`src/rtl/alarm_pkg.sv`:
```
// alarm_pkg: shared types for the alarm scheduler.
//   alarm_state_t   per-channel FSM state (IDLE, ARMED)
//   MODE_*          2-bit channel mode encodings (2'b11 is reserved and
//                   behaves as ONESHOT_EQ)
//   alarm_status_t  registered per-channel outputs bundled for the top level
package alarm_pkg;

  typedef enum logic {
    IDLE  = 1'b0,
    ARMED = 1'b1
  } alarm_state_t;

  localparam logic [1:0] MODE_ONESHOT_EQ  = 2'b00;
  localparam logic [1:0] MODE_PERIODIC_EQ = 2'b01;
  localparam logic [1:0] MODE_ONESHOT_GE  = 2'b10;

  typedef struct packed {
    logic alarm;    // one-cycle fire pulse
    logic pending;  // sticky fired flag
    logic overrun;  // fired while already pending
    logic armed;    // FSM is in ARMED
  } alarm_status_t;

endpackage

```
`src/rtl/alarm_channel.sv`:
```
// alarm_channel: one alarm channel -- FSM, target register, comparator,
// periodic reloader and sticky pending/overrun flags.
//   clk_i, rst_i   clock, synchronous active-high reset
//   en_i           channel enable; low forces IDLE and suppresses firing
//   mode_i         channel mode (see alarm_pkg)
//   arm_i          latch alarm_i into the target and arm
//   alarm_i        target value
//   period_i       reload increment, sampled at each reload
//   counter_i      counter value compared against the target
//   ack_i          clears pending/overrun (a coincident fire wins)
//   status_o       registered alarm/pending/overrun/armed
module alarm_channel
  import alarm_pkg::*;
#(
  parameter int W = 32
) (
  input  logic          clk_i,
  input  logic          rst_i,
  input  logic          en_i,
  input  logic [1:0]    mode_i,
  input  logic          arm_i,
  input  logic [W-1:0]  alarm_i,
  input  logic [W-1:0]  period_i,
  input  logic [W-1:0]  counter_i,
  input  logic          ack_i,
  output alarm_status_t status_o
);

  // Distances below half the counter range count as "at or past target".
  localparam logic [W-1:0] HALF = {1'b1, {(W-1){1'b0}}};

  alarm_state_t state_q;
  logic [W-1:0] target_q;
  logic [W-1:0] diff;
  logic         alarm_q, pending_q, overrun_q;
  logic         hit, fire, reload;

  always_comb begin
    diff = counter_i - target_q;
    if (mode_i == MODE_ONESHOT_GE) hit = (diff < HALF);
    else                           hit = (counter_i == target_q);
    // A coincident arm takes priority over a match.
    fire   = en_i && (state_q == ARMED) && !arm_i && hit;
    // Period 0 would re-fire forever on the same target: treat as one-shot.
    reload = (mode_i == MODE_PERIODIC_EQ) && (period_i != '0);
  end

  always_ff @(posedge clk_i) begin
    if (rst_i) begin
      state_q   <= IDLE;
      target_q  <= '0;
      alarm_q   <= 1'b0;
      pending_q <= 1'b0;
      overrun_q <= 1'b0;
    end else begin
      alarm_q <= fire;

      if (!en_i) begin
        state_q <= IDLE;
      end else if (arm_i) begin
        state_q  <= ARMED;
        target_q <= alarm_i;
      end else if (fire) begin
        if (reload) target_q <= target_q + period_i;
        else        state_q  <= IDLE;
      end

      // Set beats ack; overrun is re-derived from the pre-ack pending state.
      if (fire) begin
        pending_q <= 1'b1;
        overrun_q <= pending_q | (overrun_q & ~ack_i);
      end else if (ack_i) begin
        pending_q <= 1'b0;
        overrun_q <= 1'b0;
      end
    end
  end

  assign status_o.alarm   = alarm_q;
  assign status_o.pending = pending_q;
  assign status_o.overrun = overrun_q;
  assign status_o.armed   = (state_q == ARMED);

endmodule

```
`src/rtl/alarm_scheduler.sv`:
```
// alarm_scheduler: multi-channel programmable alarm unit.
// Slices the flat per-channel buses, runs NB_CAPTURES independent
// alarm_channel instances and registers the aggregated interrupt.
//   clk_i, rst_i   clock, synchronous active-high reset
//   alarm_en_i     per-channel enable
//   mode_i         per-channel mode, slice [2i+:2]
//   arm_i          per-channel arm strobe
//   alarm_i        per-channel target, slice [W*i+:W]
//   period_i       per-channel reload increment
//   counter_i      per-channel counter value
//   ack_i          per-channel pending/overrun clear
//   alarm_o        one-cycle fire pulses
//   pending_o      sticky fired flags
//   overrun_o      sticky fired-while-pending flags
//   armed_o        channel is ARMED
//   irq_o          registered OR of pending_o (one cycle behind it)
module alarm_scheduler
  import alarm_pkg::*;
#(
  parameter int TIMER_BITWIDTH = 32,
  parameter int NB_CAPTURES    = 10
) (
  input  logic                                 clk_i,
  input  logic                                 rst_i,
  input  logic [NB_CAPTURES-1:0]               alarm_en_i,
  input  logic [2*NB_CAPTURES-1:0]             mode_i,
  input  logic [NB_CAPTURES-1:0]               arm_i,
  input  logic [TIMER_BITWIDTH*NB_CAPTURES-1:0] alarm_i,
  input  logic [TIMER_BITWIDTH*NB_CAPTURES-1:0] period_i,
  input  logic [TIMER_BITWIDTH*NB_CAPTURES-1:0] counter_i,
  input  logic [NB_CAPTURES-1:0]               ack_i,
  output logic [NB_CAPTURES-1:0]               alarm_o,
  output logic [NB_CAPTURES-1:0]               pending_o,
  output logic [NB_CAPTURES-1:0]               overrun_o,
  output logic [NB_CAPTURES-1:0]               armed_o,
  output logic                                 irq_o
);

  localparam int W  = TIMER_BITWIDTH;
  localparam int NB = NB_CAPTURES;

  logic [NB-1:0][W-1:0] alarm_v, period_v, counter_v;
  logic [NB-1:0][1:0]   mode_v;
  alarm_status_t [NB-1:0] st;
  logic irq_q;

  assign alarm_v   = alarm_i;
  assign period_v  = period_i;
  assign counter_v = counter_i;
  assign mode_v    = mode_i;

  for (genvar g = 0; g < NB; g++) begin : g_ch
    alarm_channel #(.W(W)) u_ch (
      .clk_i     (clk_i),
      .rst_i     (rst_i),
      .en_i      (alarm_en_i[g]),
      .mode_i    (mode_v[g]),
      .arm_i     (arm_i[g]),
      .alarm_i   (alarm_v[g]),
      .period_i  (period_v[g]),
      .counter_i (counter_v[g]),
      .ack_i     (ack_i[g]),
      .status_o  (st[g])
    );
    assign alarm_o[g]   = st[g].alarm;
    assign pending_o[g] = st[g].pending;
    assign overrun_o[g] = st[g].overrun;
    assign armed_o[g]   = st[g].armed;
  end

  always_ff @(posedge clk_i) begin
    if (rst_i) irq_q <= 1'b0;
    else       irq_q <= |pending_o;
  end

  assign irq_o = irq_q;

endmodule

```
`config.mk`:
```
export PLATFORM = sky130hd
export DESIGN_NAME = alarm_scheduler
export DESIGN_NICKNAME = d
export VERILOG_FILES = /design/src/rtl/alarm_pkg.sv /design/src/rtl/alarm_channel.sv /design/src/rtl/alarm_scheduler.sv
export SDC_FILE = /design/constraint.sdc
export NUM_CORES = 2
export LEC_CHECK = 0
export CAP_MARGIN = 20
export CORE_AREA = 2 2 408 410
export DETAILED_ROUTE_END_ITERATION = 8
export DIE_AREA = 0 0 410 412
export SKIP_CTS_REPAIR_TIMING = 1
export SYNTH_ARGS = -nofsm -noshare
export SYNTH_HDL_FRONTEND = slang
export SYNTH_SLANG_ARGS = --single-unit
```
`constraint.sdc`:
```
create_clock -name clk_i -period 6.6 [get_ports clk_i]
set_clock_uncertainty 0.2 [all_clocks]
set_input_delay 0.66 -clock clk_i [delete_from_list [all_inputs] [get_ports clk_i]]
set_output_delay 0.66 -clock clk_i [all_outputs]
set_load 0.01 [all_outputs]
```
==> results.sh <==
export IMPL_status="completed"
export IMPL_rows=149
export IMPL_rr_endpoint="g_ch[0].u_ch.target_q[9]"
export IMPL_firstDrtPassIters=6
export IMPL_drt_iter0_markers=3262
export IMPL_cts_sinks=361
export IMPL_maxSlewHeadroom=0.241
export IMPL_area_growth_pct=36.6
export IMPL_rsz0062_at_grt="false"
export IMPL_maxCapViolCount=0
export IMPL_hp_class="in -> reg"
export IMPL_n_fill_cell=17400
export IMPL_cts_tree="built"
export IMPL_gp_congestion=1.00
export IMPL_start_util=0.239
export IMPL_whs_path_depth=2
export IMPL_final_layout_size_suffix_gt1_frac=0.0291
export IMPL_required_ns=6.93
export IMPL_r2r_setup_slack_ns=1.99
export IMPL_crit_arrival_ns=4.94
export IMPL_slew_violations=0
export IMPL_setup_viol=0
export IMPL_coreArea_sq_mm=0.164
export IMPL_syn_area_per_cell_sq_um=7.54
export IMPL_tightest_slew_ns=1.14
export IMPL_vias_per_cell=5.20
export IMPL_grt_max_degree=129
export IMPL_power_density_mw_per_mm2=168
export IMPL_ys_top_cells_by_area="ha_1, dfxtp_1, a21oi_1, a21o_1, a211oi_1"
export IMPL_dieWidth_microns=410
export IMPL_drcViolationCount=0
export IMPL_placed_cells=8244
export IMPL_post_drt_wl_per_cell_microns=24.4
export IMPL_min_from="rst_i"
export IMPL_seq_area_frac_synth=0.184
export IMPL_instances_no_fill=8388
export IMPL_die_area_sq_mm=0.169
export IMPL_worstSkewPairLatency_ns=0.64
export IMPL_drtAntennaViolNets=0
export IMPL_end_kind="flop"
export IMPL_reg2regPathDepth=11
export IMPL_syn_area_sq_mm=0.0393
export IMPL_leakagePower_nw=22.4
export IMPL_cts_buffers=52
export IMPL_antenna_found_initial=78
export IMPL_cp_start_kind="flop"
export IMPL_cts_root_buf="clkbuf_16"
export IMPL_nets=7752
export IMPL_grt_ovfl_total=0
export IMPL_async_reset_ff_frac=0
export IMPL_postSynthCellCount=5212
export IMPL_synthFlopType="dfxtp_1"
export IMPL_synth_area_leader_cell="ha_1"
export IMPL_track_usage=0.230
export IMPL_min_to="g_ch[5].u_ch.target_q[11]"
export IMPL_cp_max_fo=36
export IMPL_grt_pass1_vias=42000
export IMPL_ys_ff_latch=361
export IMPL_grt_pass1_wl_microns=288000
export IMPL_ios=1053
export IMPL_fmax_mhz=217
export IMPL_yosysUniqueCellTypes=82
export IMPL_htreeDepth=2
export IMPL_fin_setup_tns_ns=0
export IMPL_fp_dieH_microns=412
export IMPL_clk_pin_slew_ns=0.06
export IMPL_total_power_mw=9.00
export IMPL_hold_viol_final=0
export IMPL_vias=43600
export IMPL_fin_crit_ns=4.61
export IMPL_fin_crit_sh=0.698
export IMPL_yosys_warnings=0
export IMPL_synth_edff_count=0
export IMPL_dp_hpwl_microns=172000
export IMPL_portBuffers=1052
export IMPL_routed_wl_microns=204000
export IMPL_vdd_drop_max_uv=132
export IMPL_r2r_start="g_ch[0].u_ch.target_q[23]"
export IMPL_clock_path_buffers=3
export IMPL_synth_top_area_frac=0.197
export IMPL_crit_type="reg -> reg"
export IMPL_syn_nets=6854
-- logic make-up (layout without fill, tap and decap cells) --
group | Yosys count | count (layout) | share of synthesized area
AOI/OAI and AO/OA | 1810 | 1810 | 0.299
and+or+nand+nor | 1441 | 1441 | 0.179
buffers and inverters | 677 | 1617 | 0.0690
adders and majority gates | 630 | 630 | 0.202
DFF | 361 | 361 | 0.184
xor gates and xnor gates | 258 | 258 | 0.0575
muxes | 35 | 35 | 0.00901
other | 0 | 47 | 0
-- stage by stage --
stage               setup WS (ns)   util  hold WS (ns)  cell area [sq um]
floorplan                    2.99      -         0.246              39300
global placement             1.49  0.315         0.261              51800
detailed placement           1.45  0.315         0.265              51800
CTS                          1.92  0.326         0.100              53600
global route                 1.63  0.327         0.112              53700
finish                       1.99  0.327         0.153              53700
-- cell type report --
| class | instances | area [sq um] | area share |
|---|---|---|---|
| sequential | 361 | 7230 | 0.135 |
| clock inverter | 28 | 312 | 0.00580 |
| timing repair buffer | 1086 | 10800 | 0.200 |
| antenna | 47 | 118 | 0.00219 |
| inverter | 435 | 1640 | 0.0305 |
| clock buffer | 68 | 1490 | 0.0278 |
| multi-input combinational | 4174 | 29400 | 0.548 |
| tap | 2189 | 2740 | 0.0510 |
-- synth_stat cells, types with 32 or more instances --
cell and instances:
o21bai_1 50, and3_1 55, nand2b_1 73, nand2_1 310, nor2b_1 96, nor4_1 97, a21o_1 260, a211oi_1 252
o21ai_0 318, buf_4 41, mux2i_1 32, o21a_1 47, nor2_1 435, ha_1 620, a21oi_1 505, inv_1 434
xnor2_1 146, nor3_1 74, clkbuf_1 182, dfxtp_1 361, a31oi_1 69, o211ai_1 71, nand4_1 84, nand3_1 106
xor2_1 112
-- critical path, cell delays in order (launching register included) --
cell,delay [ns]
dfxtp_1,0.36
inv_1,0.23
ha_1,0.39
nand3_1,0.48
or4_1,0.69
nor2_1,0.17
nand3_1,0.12
nor3_1,0.47
o21a_2,0.55
buf_4,0.43
nor2_1,0.10
a211oi_1,0.25
-- where the power goes --
| group | switching (mW) | leakage, nW | internal [mW] | total, mW |
|---|---|---|---|---|
| combinational | 1.85 | 18.6 | 1.62 | 3.47 |
| clock | 1.27 | 0.882 | 1.82 | 3.09 |
| sequential | 0.118 | 2.97 | 2.32 | 2.44 |
-- placed cells by master (no fill, tap or decap), types with 15 or more instances in the layout --
cell / instances
xnor2_1: 146
nand3_1: 106
o21bai_1: 50
nand2_1: 309
dfxtp_1: 361
a31oi_1: 69
a21o_1: 260
nand3b_1: 17
a311oi_1: 25
o211ai_1: 71
inv_1: 433
mux2i_1: 32
nor4_1: 97
o31ai_1: 15
xor2_1: 112
and2_1: 19
and3_1: 55
nor2b_1: 96
ha_1: 620
o211a_1: 21
a221oi_1: 16
clkbuf_16: 53
nand2b_1: 73
a211oi_1: 252
diode_2: 47
or3_1: 15
a21oi_1: 505
a21boi_0: 15
nand4_1: 84
o21a_1: 45
nor3_1: 73
and4_1: 17
buf_4: 33
nor2_1: 435
clkdlybuf4s50_1: 1042
o21ai_0: 317
-- how the worst max path moves through the flow --
stage,start,endpoint,depth (start not counted)
after floorplan,period_i[102],g_ch[3].u_ch.target_q[30],11
after global placement,counter_i[20],g_ch[0].u_ch.target_q[20],12
after detailed placement,counter_i[20],g_ch[0].u_ch.target_q[5],11
after CTS,g_ch[0].u_ch.target_q[23],g_ch[0].u_ch.target_q[9],11
after global routing,g_ch[0].u_ch.target_q[23],g_ch[0].u_ch.target_q[9],11
final,g_ch[0].u_ch.target_q[23],g_ch[0].u_ch.target_q[9],11
-- metal layers --
metal,share of wire,GRT usage,vias to the layer above
met4,0.035,0.0802,50
met2,0.44,0.366,1639
li1,-,-,21000
met1,0.44,0.302,20600
met5,0.0016,0,-
met3,0.078,0.0540,339
-- registers in the layout, summed over array words and instances (netlist names) --
name,cells
irq_o,1
g_ch.u_ch.state_q,10
g_ch.u_ch.alarm_q,10
g_ch.u_ch.pending_q,10
g_ch.u_ch.overrun_q,10
g_ch.u_ch.target_q,320
(Power assumes the default switching activity.)
